**src/rtl/sys_defs.sv**
```systemverilog
// ============================================================================
// Module      : sys_defs (package)
// Description : Shared definitions for the feature-vector bank loader: build
//               macros with default values, loader FSM state encoding, default
//               FV length and the flattened per-bank write record.
// Revision    : 1.0 - initial release
// ============================================================================
`default_nettype none

`ifndef Num_Banks_FV
`define Num_Banks_FV 4
`endif

`ifndef FV_bandwidth
`define FV_bandwidth 16
`endif

`ifndef FV_info_bank_width
`define FV_info_bank_width 8
`endif

`ifndef Max_FV_num
`define Max_FV_num 64
`endif

package sys_defs;

  // Default number of DW-bit words making up one feature vector
  localparam int FV_WORDS_DEF = 4;

  // Width of the FV count input; one extra bit so Max_FV_num itself fits
  localparam int NUM_FV_W = $clog2(`Max_FV_num) + 1;

  // Default word and bank-address widths
  localparam int FV_DW_DEF = `FV_bandwidth;
  localparam int FV_AW_DEF = `FV_info_bank_width - 2;

  // Loader FSM states
  typedef enum logic [1:0] {
    ST_IDLE = 2'd0,
    ST_LOAD = 2'd1,
    ST_DONE = 2'd2
  } fv_state_e;

  // One bank's write port, flattened into a single record
  typedef struct packed {
    logic                 wr_en;
    logic                 sos;
    logic                 eos;
    logic [FV_DW_DEF-1:0] fv_data;
    logic [FV_AW_DEF-1:0] addr;
  } bank_wr_t;

endpackage

`default_nettype wire

```
**src/rtl/fv_addr_gen.sv**
```systemverilog
// ============================================================================
// Module      : fv_addr_gen
// Description : Word / FV / bank counters of the bank loader. Tracks which word
//               of which FV is next, the bank it belongs to (FV mod NUM_BANKS)
//               and the bank word address (FV / NUM_BANKS) * FV_WORDS + word.
// Revision    : 1.0 - initial release
// ============================================================================
`default_nettype none

module fv_addr_gen #(
  parameter int NUM_BANKS = 4,
  parameter int FV_WORDS  = 4,
  parameter int AW        = 6,
  parameter int FVW       = 7,
  parameter int BW        = (NUM_BANKS > 1) ? $clog2(NUM_BANKS) : 1
) (
  input  logic           clk,
  input  logic           reset,
  input  logic           clear,
  input  logic           advance,
  output logic [BW-1:0]  cur_bank,
  output logic [FVW-1:0] fv_idx,
  output logic [AW-1:0]  addr,
  output logic           first_word,
  output logic           last_word
);

  localparam int WW = (FV_WORDS > 1) ? $clog2(FV_WORDS) : 1;

  localparam logic [WW-1:0] C_LAST_WORD = WW'(FV_WORDS - 1);
  localparam logic [BW-1:0] C_LAST_BANK = BW'(NUM_BANKS - 1);
  localparam logic [AW-1:0] C_FV_STRIDE = AW'(FV_WORDS);

  logic [WW-1:0]  r_word;
  logic [FVW-1:0] r_fv;
  logic [BW-1:0]  r_bank;
  // Base address of the current FV inside its bank; steps by one FV length
  // each time the bank index wraps, so no divider is needed.
  logic [AW-1:0]  r_base;

  // Advance word counter per transfer; on word wrap step FV, bank and base
  always_ff @(posedge clk or negedge reset) begin
    if (!reset) begin
      r_word <= '0;
      r_fv   <= '0;
      r_bank <= '0;
      r_base <= '0;
    end else if (clear) begin
      r_word <= '0;
      r_fv   <= '0;
      r_bank <= '0;
      r_base <= '0;
    end else if (advance) begin
      if (r_word == C_LAST_WORD) begin
        r_word <= '0;
        r_fv   <= r_fv + 1'b1;
        if (r_bank == C_LAST_BANK) begin
          r_bank <= '0;
          r_base <= r_base + C_FV_STRIDE;
        end else begin
          r_bank <= r_bank + 1'b1;
        end
      end else begin
        r_word <= r_word + 1'b1;
      end
    end
  end

  assign cur_bank   = r_bank;
  assign fv_idx     = r_fv;
  assign addr       = r_base + AW'(r_word);
  assign first_word = (r_word == '0);
  assign last_word  = (r_word == C_LAST_WORD);

endmodule

`default_nettype wire

```
**src/rtl/fv_bank_loader.sv**
```systemverilog
// ============================================================================
// Module      : fv_bank_loader
// Description : Distributes a stream of feature-vector words from the SPI side
//               round-robin over NUM_BANKS FV banks, one FV per bank in turn.
//               Each accepted word is written one cycle later with its bank
//               word address and start/end-of-FV flags.
//               Build option: define FV_LOADER_ERR_EN to enable the sticky
//               protocol error flag (in_valid while idle, start while busy).
// Revision    : 1.0 - initial release
// ============================================================================
`default_nettype none

module fv_bank_loader
  import sys_defs::*;
#(
  parameter int NUM_BANKS = `Num_Banks_FV,
  parameter int FV_WORDS  = FV_WORDS_DEF,
  parameter int DW        = `FV_bandwidth,
  parameter int AW        = `FV_info_bank_width - 2
) (
  input  logic                   clk,
  input  logic                   reset,
  input  logic                   start,
  input  logic [NUM_FV_W-1:0]    Num_FV,
  input  logic                   in_valid,
  output logic                   in_ready,
  input  logic [DW-1:0]          in_data,
  input  logic [NUM_BANKS-1:0]   bank_busy,
  output logic [NUM_BANKS-1:0]   wr_en,
  output logic [NUM_BANKS-1:0]   sos,
  output logic [NUM_BANKS-1:0]   eos,
  output logic [NUM_BANKS*DW-1:0] FV_data,
  output logic [NUM_BANKS*AW-1:0] A,
  output logic                   busy,
  output logic                   done,
  output logic                   err
);

  localparam int BW = (NUM_BANKS > 1) ? $clog2(NUM_BANKS) : 1;

  fv_state_e           r_state;
  logic [NUM_FV_W-1:0] r_num_fv;
  logic                r_busy;
  logic                r_done;

  logic                w_start_acc;
  logic                w_xfer;
  logic                w_final;
  logic [BW-1:0]       w_cur_bank;
  logic [NUM_FV_W-1:0] w_fv_idx;
  logic [AW-1:0]       w_addr;
  logic                w_first_word;
  logic                w_last_word;

  // A start only counts when idle; it also rewinds the counters
  assign w_start_acc = start && (r_state == ST_IDLE);
  assign in_ready    = (r_state == ST_LOAD) && !bank_busy[w_cur_bank];
  assign w_xfer      = in_valid && in_ready;
  assign w_final     = w_xfer && w_last_word && (w_fv_idx == (r_num_fv - 1'b1));

  fv_addr_gen #(
    .NUM_BANKS (NUM_BANKS),
    .FV_WORDS  (FV_WORDS),
    .AW        (AW),
    .FVW       (NUM_FV_W),
    .BW        (BW)
  ) u_addr_gen (
    .clk        (clk),
    .reset      (reset),
    .clear      (w_start_acc),
    .advance    (w_xfer),
    .cur_bank   (w_cur_bank),
    .fv_idx     (w_fv_idx),
    .addr       (w_addr),
    .first_word (w_first_word),
    .last_word  (w_last_word)
  );

  // Loader FSM with registered busy/done; done lines up with the last write
  always_ff @(posedge clk or negedge reset) begin
    if (!reset) begin
      r_state  <= ST_IDLE;
      r_num_fv <= '0;
      r_busy   <= 1'b0;
      r_done   <= 1'b0;
    end else begin
      r_done <= 1'b0;
      case (r_state)
        ST_IDLE: begin
          if (start) begin
            if (Num_FV != '0) begin
              r_num_fv <= Num_FV;
              r_busy   <= 1'b1;
              r_state  <= ST_LOAD;
            end else begin
              r_done  <= 1'b1;
              r_state <= ST_DONE;
            end
          end
        end
        ST_LOAD: begin
          if (w_final) begin
            r_busy  <= 1'b0;
            r_done  <= 1'b1;
            r_state <= ST_DONE;
          end
        end
        ST_DONE: begin
          r_state <= ST_IDLE;
        end
        default: begin
          r_busy  <= 1'b0;
          r_state <= ST_IDLE;
        end
      endcase
    end
  end

  assign busy = r_busy;
  assign done = r_done;

  // Per-bank write registers; only the selected bank strobes, others keep
  // their last data/address so downstream sees stable values.
  for (genvar k = 0; k < NUM_BANKS; k++) begin : g_bank
    logic          w_sel;
    logic          r_we;
    logic          r_sos;
    logic          r_eos;
    logic [DW-1:0] r_data;
    logic [AW-1:0] r_addr;

    assign w_sel = w_xfer && (w_cur_bank == BW'(k));

    // Capture the transferred word for this bank one cycle after transfer
    always_ff @(posedge clk or negedge reset) begin
      if (!reset) begin
        r_we   <= 1'b0;
        r_sos  <= 1'b0;
        r_eos  <= 1'b0;
        r_data <= '0;
        r_addr <= '0;
      end else begin
        r_we  <= w_sel;
        r_sos <= w_sel && w_first_word;
        r_eos <= w_sel && w_last_word;
        if (w_sel) begin
          r_data <= in_data;
          r_addr <= w_addr;
        end
      end
    end

    assign wr_en[k]           = r_we;
    assign sos[k]             = r_sos;
    assign eos[k]             = r_eos;
    assign FV_data[k*DW +: DW] = r_data;
    assign A[k*AW +: AW]       = r_addr;
  end

`ifdef FV_LOADER_ERR_EN
  logic r_err;

  // Sticky protocol error: data offered while idle, or start while loading
  always_ff @(posedge clk or negedge reset) begin
    if (!reset) begin
      r_err <= 1'b0;
    end else if ((in_valid && (r_state == ST_IDLE)) || (start && r_busy)) begin
      r_err <= 1'b1;
    end
  end

  assign err = r_err;
`else
  assign err = 1'b0;
`endif

endmodule

`default_nettype wire

```
**config.mk**
```make
export PLATFORM = sky130hd
export DESIGN_NAME = fv_bank_loader
export DESIGN_NICKNAME = d
export VERILOG_FILES = /design/src/rtl/sys_defs.sv /design/src/rtl/fv_addr_gen.sv /design/src/rtl/fv_bank_loader.sv
export SDC_FILE = /design/constraint.sdc
export NUM_CORES = 1
export LEC_CHECK = 0
export CORE_MARGIN = 1
export CORE_UTILIZATION = 49
export DETAILED_ROUTE_END_ITERATION = 10
export GPL_ROUTABILITY_DRIVEN = 0
export HOLD_SLACK_MARGIN = 0.03
export PLACE_DENSITY_LB_ADDON = 0.2
export SLEW_MARGIN = 5
export SYNTH_ARGS = -nofsm -noshare
export SYNTH_HDL_FRONTEND = slang
export SYNTH_HIERARCHICAL = 1
export SYNTH_SLANG_ARGS = --single-unit
export TNS_END_PERCENT = 20
```
**constraint.sdc**
```tcl
create_clock -name clk -period 2.2 [get_ports clk]
set_input_delay 0.44 -clock clk [delete_from_list [all_inputs] [get_ports clk]]
set_output_delay 0.44 -clock clk [all_outputs]
set_load 0.01 [all_outputs]
```
==> results by group, run 1 <==
Cells and area
  • Fillcell total: 742
  • Synth-to-Final Area Change: 39.8%
  • Nets: 653
  • Storage cell area: 3150 sq um
  • Multi-input gate area: 1920 sq um
  • Ratio of cells with drive above 1 in the final layout: 0.189
  • ANT cells: 0

Yosys
  • Synth unique cells: 45
  • Register bit total from synthesis: 126
  • Synthesized area: 5340 sq um
  • Asr flop ratio synth: 1.00
  • Synth Flop Type: dfrtp_1
  • Post-synth EDFFs: 0
  • Synth Instances: 472
  • Register area share after synthesis: 0.591
  • Syn Nets: 509
  • Avg Cell Area, Syn: 11.3 sq um
  • Synth warnings: 6

Critical path
  • CP max stage delay: 0.53 ns
  • Slowest cell on the critical path: mux4_2
  • Critical path data arrival time: 1.66 ns
  • Crit path max fanout: 2
  • Reg2reg end: u_addr_gen/fv_idx[5]
  • Reg-to-reg slack, setup: 0.13 ns
  • Family with the most delay on the worst path: multiplexers
  • Worst Path Buf+Inv: 1
  • Reg2reg start: u_addr_gen/cur_bank[0]
  • Critical path capture point: in_ready
  • WS Path Type: flip-flop to output port
  • Number of cells on the critical path: 3
  • Worst-path cell chain: mux4_2 > nor2_1 > buf_2
  • Worst Setup Start Kind: flip-flop
  • Crit path capture type: output port
  • CP startpoint: u_addr_gen/cur_bank[0]
  • Worst r2r path cells: 6
  • CP required: 1.76 ns

STA
  • Fin crit share: 0.955
  • Normalized max-slew margin: 0.657
  • Clk_skew: 0.00569 ns
  • Final hold slack: 0.447 ns
  • Max Slew Vio Count: 0
  • Final hold vios: 0
  • Endpoints failing setup: 0
  • Maximum operating frequency: 476 MHz
  • Worst slew pin tran: 0.515 ns
  • RSZ-0062 raised after global routing: false
  • Post-route setup TNS: 0 ns
  • Period minus WS final: 2.10 ns

Global route
  • GRT Residual Overflow: 0
  • Largest net degree at the start of global routing: 53
  • Vias in the first global route: 4,101
  • Total track usage: 0.240
  • Initial antenna violation count: 0
  • First-pass GRT wire length: 20,700 um

Routing
  • Drt first pass iters: 4
  • Drt total wl: 12,700 um
  • Routed via count: 3,941
  • Initial drt markers: 190
  • Drt wl/cell: 16.7 um
  • DRC Markers: 0
  • Final ANT Viol Nets: 0
  • Via density: 5.18

Floorplanning
  • IO Pins: 135
  • Rows: 37
  • Initial Util: 0.510
  • Die height: 106 um
  • Total core area: 10,500 sq um
  • Die width: 106 um
  • Total die area: 11,300 sq um

Worst hold path
  • Hold crit path type: input port to asynchronous set/reset pin

Clocking
  • Reg clk slew, reported paths: 0.05 ns
  • Root Driver: clkbuf_8
  • Worst-skew pair later-pin latency: 0.52 ns
  • Number of setup buffers added after CTS: 0
  • H-tree depth: 4
  • TritonCTS clock tree: done
  • CTS Buf Count: 17
  • CTS Sinks: 126
  • Clock buffer depth: 2

Pwr
  • Pwr per Cell Area: 1360 nW/um^2
  • Worst VDD drop: 597 uV
  • Leakage: 0.00360 uW

Job
  • Max-Cap Viols: 0

Place
  • Final HPWL from detailed placement: 8650 um
  • PortBufs: 133

Run status
  • Status: finished clean
[stage by stage]
step / instance area [sq um] / setup WS (ns) / instances / utilization / power [uW]
floorplan: 5340 / 0.177 / 472 / - / 5430
global placement: 6870 / -0.232 / 732 / 0.657 / 7220
finish: 7460 / 0.0993 / 761 / 0.713 / 10100
detailed placement: 6870 / -0.344 / 732 / 0.657 / 7380
CTS: 7460 / 0.0633 / 761 / 0.713 / 10200
global route: 7460 / 0.00881 / 761 / 0.713 / 10600
[metal layers]
metal / routed length (um) / GRT usage
met1: 5260 / 0.294
met3: 616 / 0.0490
met2: 6670 / 0.417
met5: 0 / 0
met4: 182 / 0.0883
[logic make-up after synthesis]
| logic type | Yosys count | synth area share |
|---|---|---|
| flip-flops | 126 | 0.591 |
| AO/OA/AOI/OAI | 30 | 0.0368 |
| adder cells (fa/ha/maj) | 6 | 0.0141 |
| multiplexers | 54 | 0.127 |
| buffers and inverters | 46 | 0.0518 |
| AND/OR/NAND/NOR | 197 | 0.159 |
| other | 1 | 0.000703 |
| XOR/XNOR | 12 | 0.0197 |
[timing repair]
item / in CTS / in global routing
endpoints found under the setup margin: 1 / 0
hold buffers: 1 / 0
gates resized for setup: 4 / 0
endpoints found under the hold margin: 38 / 0
[cells in the final DEF (no fill, tap or decap), types with 2 or more instances in the layout]
cell type	instances
or3_2	2
clkbuf_8	5
clkbuf_16	16
mux2_4	17
dfrtp_1	126
nand3_1	7
a31o_2	2
clkdlybuf4s50_1	131
nor4_1	2
nor2_1	20
ha_1	6
mux2i_1	4
o31ai_1	2
nand4b_1	2
and2_1	2
a31oi_1	2
xor2_1	6
inv_1	9
o21ai_0	8
nor3_1	3
nand2_1	142
or4_1	3
nand3b_1	3
bufinv_16	3
nand2b_1	3
buf_4	23
clkinv_2	3
or3_1	2
mux2_2	32
buf_12	5
xnor2_1	6
a21oi_1	11
[worst min-delay path by stage]
stage / cells past startpoint / endpoint
2_1_floorplan: 0 / busy
3_3_place_gp: 1 / g_bank[3].r_we
3_5_place_dp: 1 / g_bank[3].r_data[12]
4_1_cts: 2 / g_bank[3].r_data[12]
5_1_grt: 2 / g_bank[3].r_data[12]
6_report: 2 / g_bank[1].r_data[12]
[cell type report]
class / count / share of cell area
clock inverter: 7 / 0.0151
tap: 136 / 0.0228
timing repair buffer: 161 / 0.214
sequential: 126 / 0.423
clock buffer: 21 / 0.0629
inverter: 10 / 0.00503
multi-input combinational: 300 / 0.257
[registers in the layout (all words and copies together) (netlist names), 2 cells and up]
name and flops:
g_bank.r_eos 4, u_addr_gen/r_base 4, g_bank.r_addr 24, u_addr_gen/r_word 2, u_addr_gen/fv_idx 7, r_state 2, u_addr_gen/cur_bank 2, g_bank.r_we 4
g_bank.r_data 64, g_bank.r_sos 4, r_num_fv 7
[power breakdown]
part	internal, uW	switching [uW]	leakage (uW)
logic	2050	1600	0.00168
clock network	1810	940	0.000287
registers	3130	591	0.00163
total	6990	3130	0.00360
[cells in the mapped netlist (3+ instances only)]
library cell	count	share of area
a21oi_1	11	0.010
buf_2	7	0.0066
buf_4	13	0.018
buf_6	4	0.0084
clkbuf_1	10	0.0070
dfrtp_1	126	0.59
ha_1	6	0.014
inv_1	9	0.0063
mux2_2	32	0.068
mux2_4	17	0.048
mux2i_1	4	0.0075
nand2_1	142	0.10
nand2b_1	3	0.0035
nand3_1	7	0.0066
nand3b_1	3	0.0042
nor2_1	20	0.014
nor3_1	3	0.0028
o21ai_0	8	0.0075
or4_1	3	0.0042
xnor2_1	6	0.0098
xor2_1	6	0.0098
Power figures use the tool's default switching activity.
==> inputs of run 2 (changes only) <==
--- a/config.mk
+++ b/config.mk
@@ -7,10 +7,11 @@
 export LEC_CHECK = 0
 export CORE_MARGIN = 1
 export CORE_UTILIZATION = 49
+export CTS_CLUSTER_SIZE = 20
 export DETAILED_ROUTE_END_ITERATION = 10
 export GPL_ROUTABILITY_DRIVEN = 0
 export HOLD_SLACK_MARGIN = 0.03
-export PLACE_DENSITY_LB_ADDON = 0.2
+export PLACE_DENSITY_LB_ADDON = 0.3
 export SLEW_MARGIN = 5
 export SYNTH_ARGS = -nofsm -noshare
 export SYNTH_HDL_FRONTEND = slang
==> constraint.sdc (replaced) <==
create_clock -name clk -period 2.27 [get_ports clk]
set_input_delay 0.454 -clock clk [delete_from_list [all_inputs] [get_ports clk]]
set_output_delay 0.454 -clock clk [all_outputs]
set_load 0.01 [all_outputs]
==> run 2 against run 1 <==
Utilization down 0.23 points. Power down 3.5%. Clock-buffer cell count down 1. Combinational power down 4%. Sequential share of layout area up 0.14 points. Cell count unchanged.
==> results by group, run 2 (same netlist as run 1, synthesis figures left out) <==
Floorplanning
  • Total core area: 10,500 sq um (unchanged)
  • IO Pins: 135 (unchanged)
  • Die width: 106 um (unchanged)
  • Initial Util: 0.510 (unchanged)
  • Total die area: 11,300 sq um (unchanged)
  • Die height: 106 um (unchanged)
  • Rows: 37 (unchanged)

STA
  • Clk_skew: 0.0116 ns (+0.00587 ns)
  • Endpoints failing setup: 0 (unchanged)
  • Fin crit share: 0.941
  • RSZ-0062 raised after global routing: false
  • Maximum operating frequency: 468 MHz
  • Final WS setup: 0.135 ns (+0.0356 ns)
  • Max Slew Vio Count: 0 (unchanged)
  • Period minus WS final: 2.14 ns
  • Final hold slack: 0.384 ns (-0.0629 ns)
  • Final hold vios: 0 (unchanged)

Cells and area
  • Non-Filler Instances: 761 (unchanged)
  • Biggest register: g_bank.r_data
  • Nets: 649 (-0.61%)
  • Max reg flops: 64 (unchanged)
  • Largest registers: g_bank.r_data x64, g_bank.r_addr x24
  • Ratio of cells with drive above 1 in the final layout: 0.189 (unchanged)
  • ANT cells: 0 (unchanged)
  • Most common cell after layout, fill and taps aside: nand2_1
  • Synth-to-Final Area Change: 39.3%
  • Commonest cells after routing, fill and taps aside: nand2_1 (142), clkdlybuf4s50_1 (131), dfrtp_1 (126)

Global route
  • GRT Residual Overflow: 0 (unchanged)
  • Vias in the first global route: 4,108 (+0.17%)
  • Initial antenna violation count: 0 (unchanged)
  • Largest net degree at the start of global routing: 67 (+26%)
  • Total track usage: 0.243 (+0.00370)
  • First-pass GRT wire length: 20,900 um (+0.90%)

Routing
  • Drt first pass iters: 4 (unchanged)
  • Via density: 5.17 (-0.25%)
  • Initial drt markers: 194 (+2.1%)
  • Final ANT Viol Nets: 0 (unchanged)
  • Drt total wl: 12,700 um (-0.62%)
  • Routed via count: 3,931 (-0.25%)
  • Drt wl/cell: 16.6 um (-0.62%)
  • DRC Markers: 0 (unchanged)

Critical path
  • Worst-path cell chain: mux4_2 > nor2_1 > clkbuf_2
  • Reg-to-reg slack, setup: 0.13 ns (about the same)
  • Reg2reg end: u_addr_gen/fv_idx[5]
  • WS Path Type: flip-flop to output port
  • Worst r2r path cells: 7 (+1)
  • Critical path data arrival time: 1.68 ns (+0.02 ns)
  • Worst Setup Start Kind: flip-flop
  • Reg2reg start: u_addr_gen/cur_bank[0]
  • Crit path max fanout: 2 (unchanged)
  • CP required: 1.82 ns (+0.06 ns)
  • CP max stage delay: 0.53 ns (about the same)
  • Slowest cell on the critical path: mux4_2
  • Crit path capture type: output port

Place
  • Dpl cells: 727 (-0.68%)
  • Final HPWL from detailed placement: 8560 um (-1.1%)
  • Place WS: -0.203 ns (+0.141 ns)
  • PortBufs: 133 (unchanged)

Job
  • Max-Cap Viols: 0 (unchanged)

Clocking
  • TritonCTS clock tree: done
  • Root Driver: clkbuf_8
  • Reg clk slew, reported paths: 0.06 ns (about the same)
  • Clock buffer depth: 2 (unchanged)
  • H-tree depth: 4 (unchanged)
  • Worst-skew pair later-pin latency: 0.52 ns (about the same)
  • CTS Buf Count: 17 (unchanged)
  • CTS Sinks: 126 (unchanged)

Worst hold path
  • Hold crit path type: input port to asynchronous set/reset pin

Pwr
  • Worst VDD drop: 520 uV (-13%)
  • Leakage: 0.00357 uW (-0.70%)
  • Pwr per Cell Area: 1310 nW/um^2 (-3.2%)

Run status
  • Status: finished clean
[run 2: cell types whose count changed in the layout (fill, tap and decap cells not counted), sizes merged]
cell / change
buf: -5
inv: +3
clkinvlp: +2
bufinv: -1
clkinv: +1
[run 2: worst max-delay path, delay by kind of cell, from the launching register on]
family | cells | cell delay [ns]
mux | 1 | 0.53
flops | 1 | 0.38
buf+inv | 1 | 0.14
simple gates | 1 | 0.12
[run 2: layout make-up]
cell class	instances	area [sq um]
tap	136	170
fill	771	3030
timing repair buffer	157	1570
inverter	10	37.5
sequential	126	3150
clock buffer	20	455
clock inverter	12	133
multi-input combinational	300	1920
[run 2: how the worst max path moves through the flow]
| stage | startpoint | to | slack (ns) |
|---|---|---|---|
| after floorplan | u_addr_gen/cur_bank[0] | u_addr_gen/fv_idx[5] | 0.25 |
| after global placement | bank_busy[3] | in_ready | -0.18 |
| after detailed placement | bank_busy[3] | u_addr_gen/fv_idx[6] | -0.20 |
| after CTS | u_addr_gen/cur_bank[0] | in_ready | 0.00002 |
| after global routing | u_addr_gen/cur_bank[0] | u_addr_gen/fv_idx[6] | 0.04 |
| final | u_addr_gen/cur_bank[0] | in_ready | 0.13 |
[run 2: repair_timing]
item | in CTS | in global routing
buffers inserted | 0 | 1
endpoints found under the hold margin | 22 | 0
hold buffers | 1 | 0
gates cloned | 0 | 0
setup endpoints to repair | 1 | 1
resized for setup | 1 | 2
[run 2: layer usage]
layer	track usage	part of all wire
met2	0.409	0.52
met3	0.0558	0.046
met5	0	0
met1	0.306	0.42
met4	0.0913	0.0085
[run 2: where the power goes]
part           internal, uW  switching, uW  total, uW  leakage, uW
Sequential             3030            582       3610      0.00163
Combinational          1980           1540       3520      0.00166
Clock                  1650            985       2640     0.000284
Total                  6660           3100       9770      0.00357
[run 2: stage by stage]
stage / TNS, ns / util / cell area (sq um) / total power, uW
detailed placement: -1.11 / 0.653 / 6840 / 7150
global placement: -0.791 / 0.653 / 6840 / 6970
global route: 0 / 0.711 / 7440 / 10300
finish: 0 / 0.711 / 7440 / 9770
floorplan: 0 / - / 5340 / 5270
CTS: 0 / 0.710 / 7430 / 9850
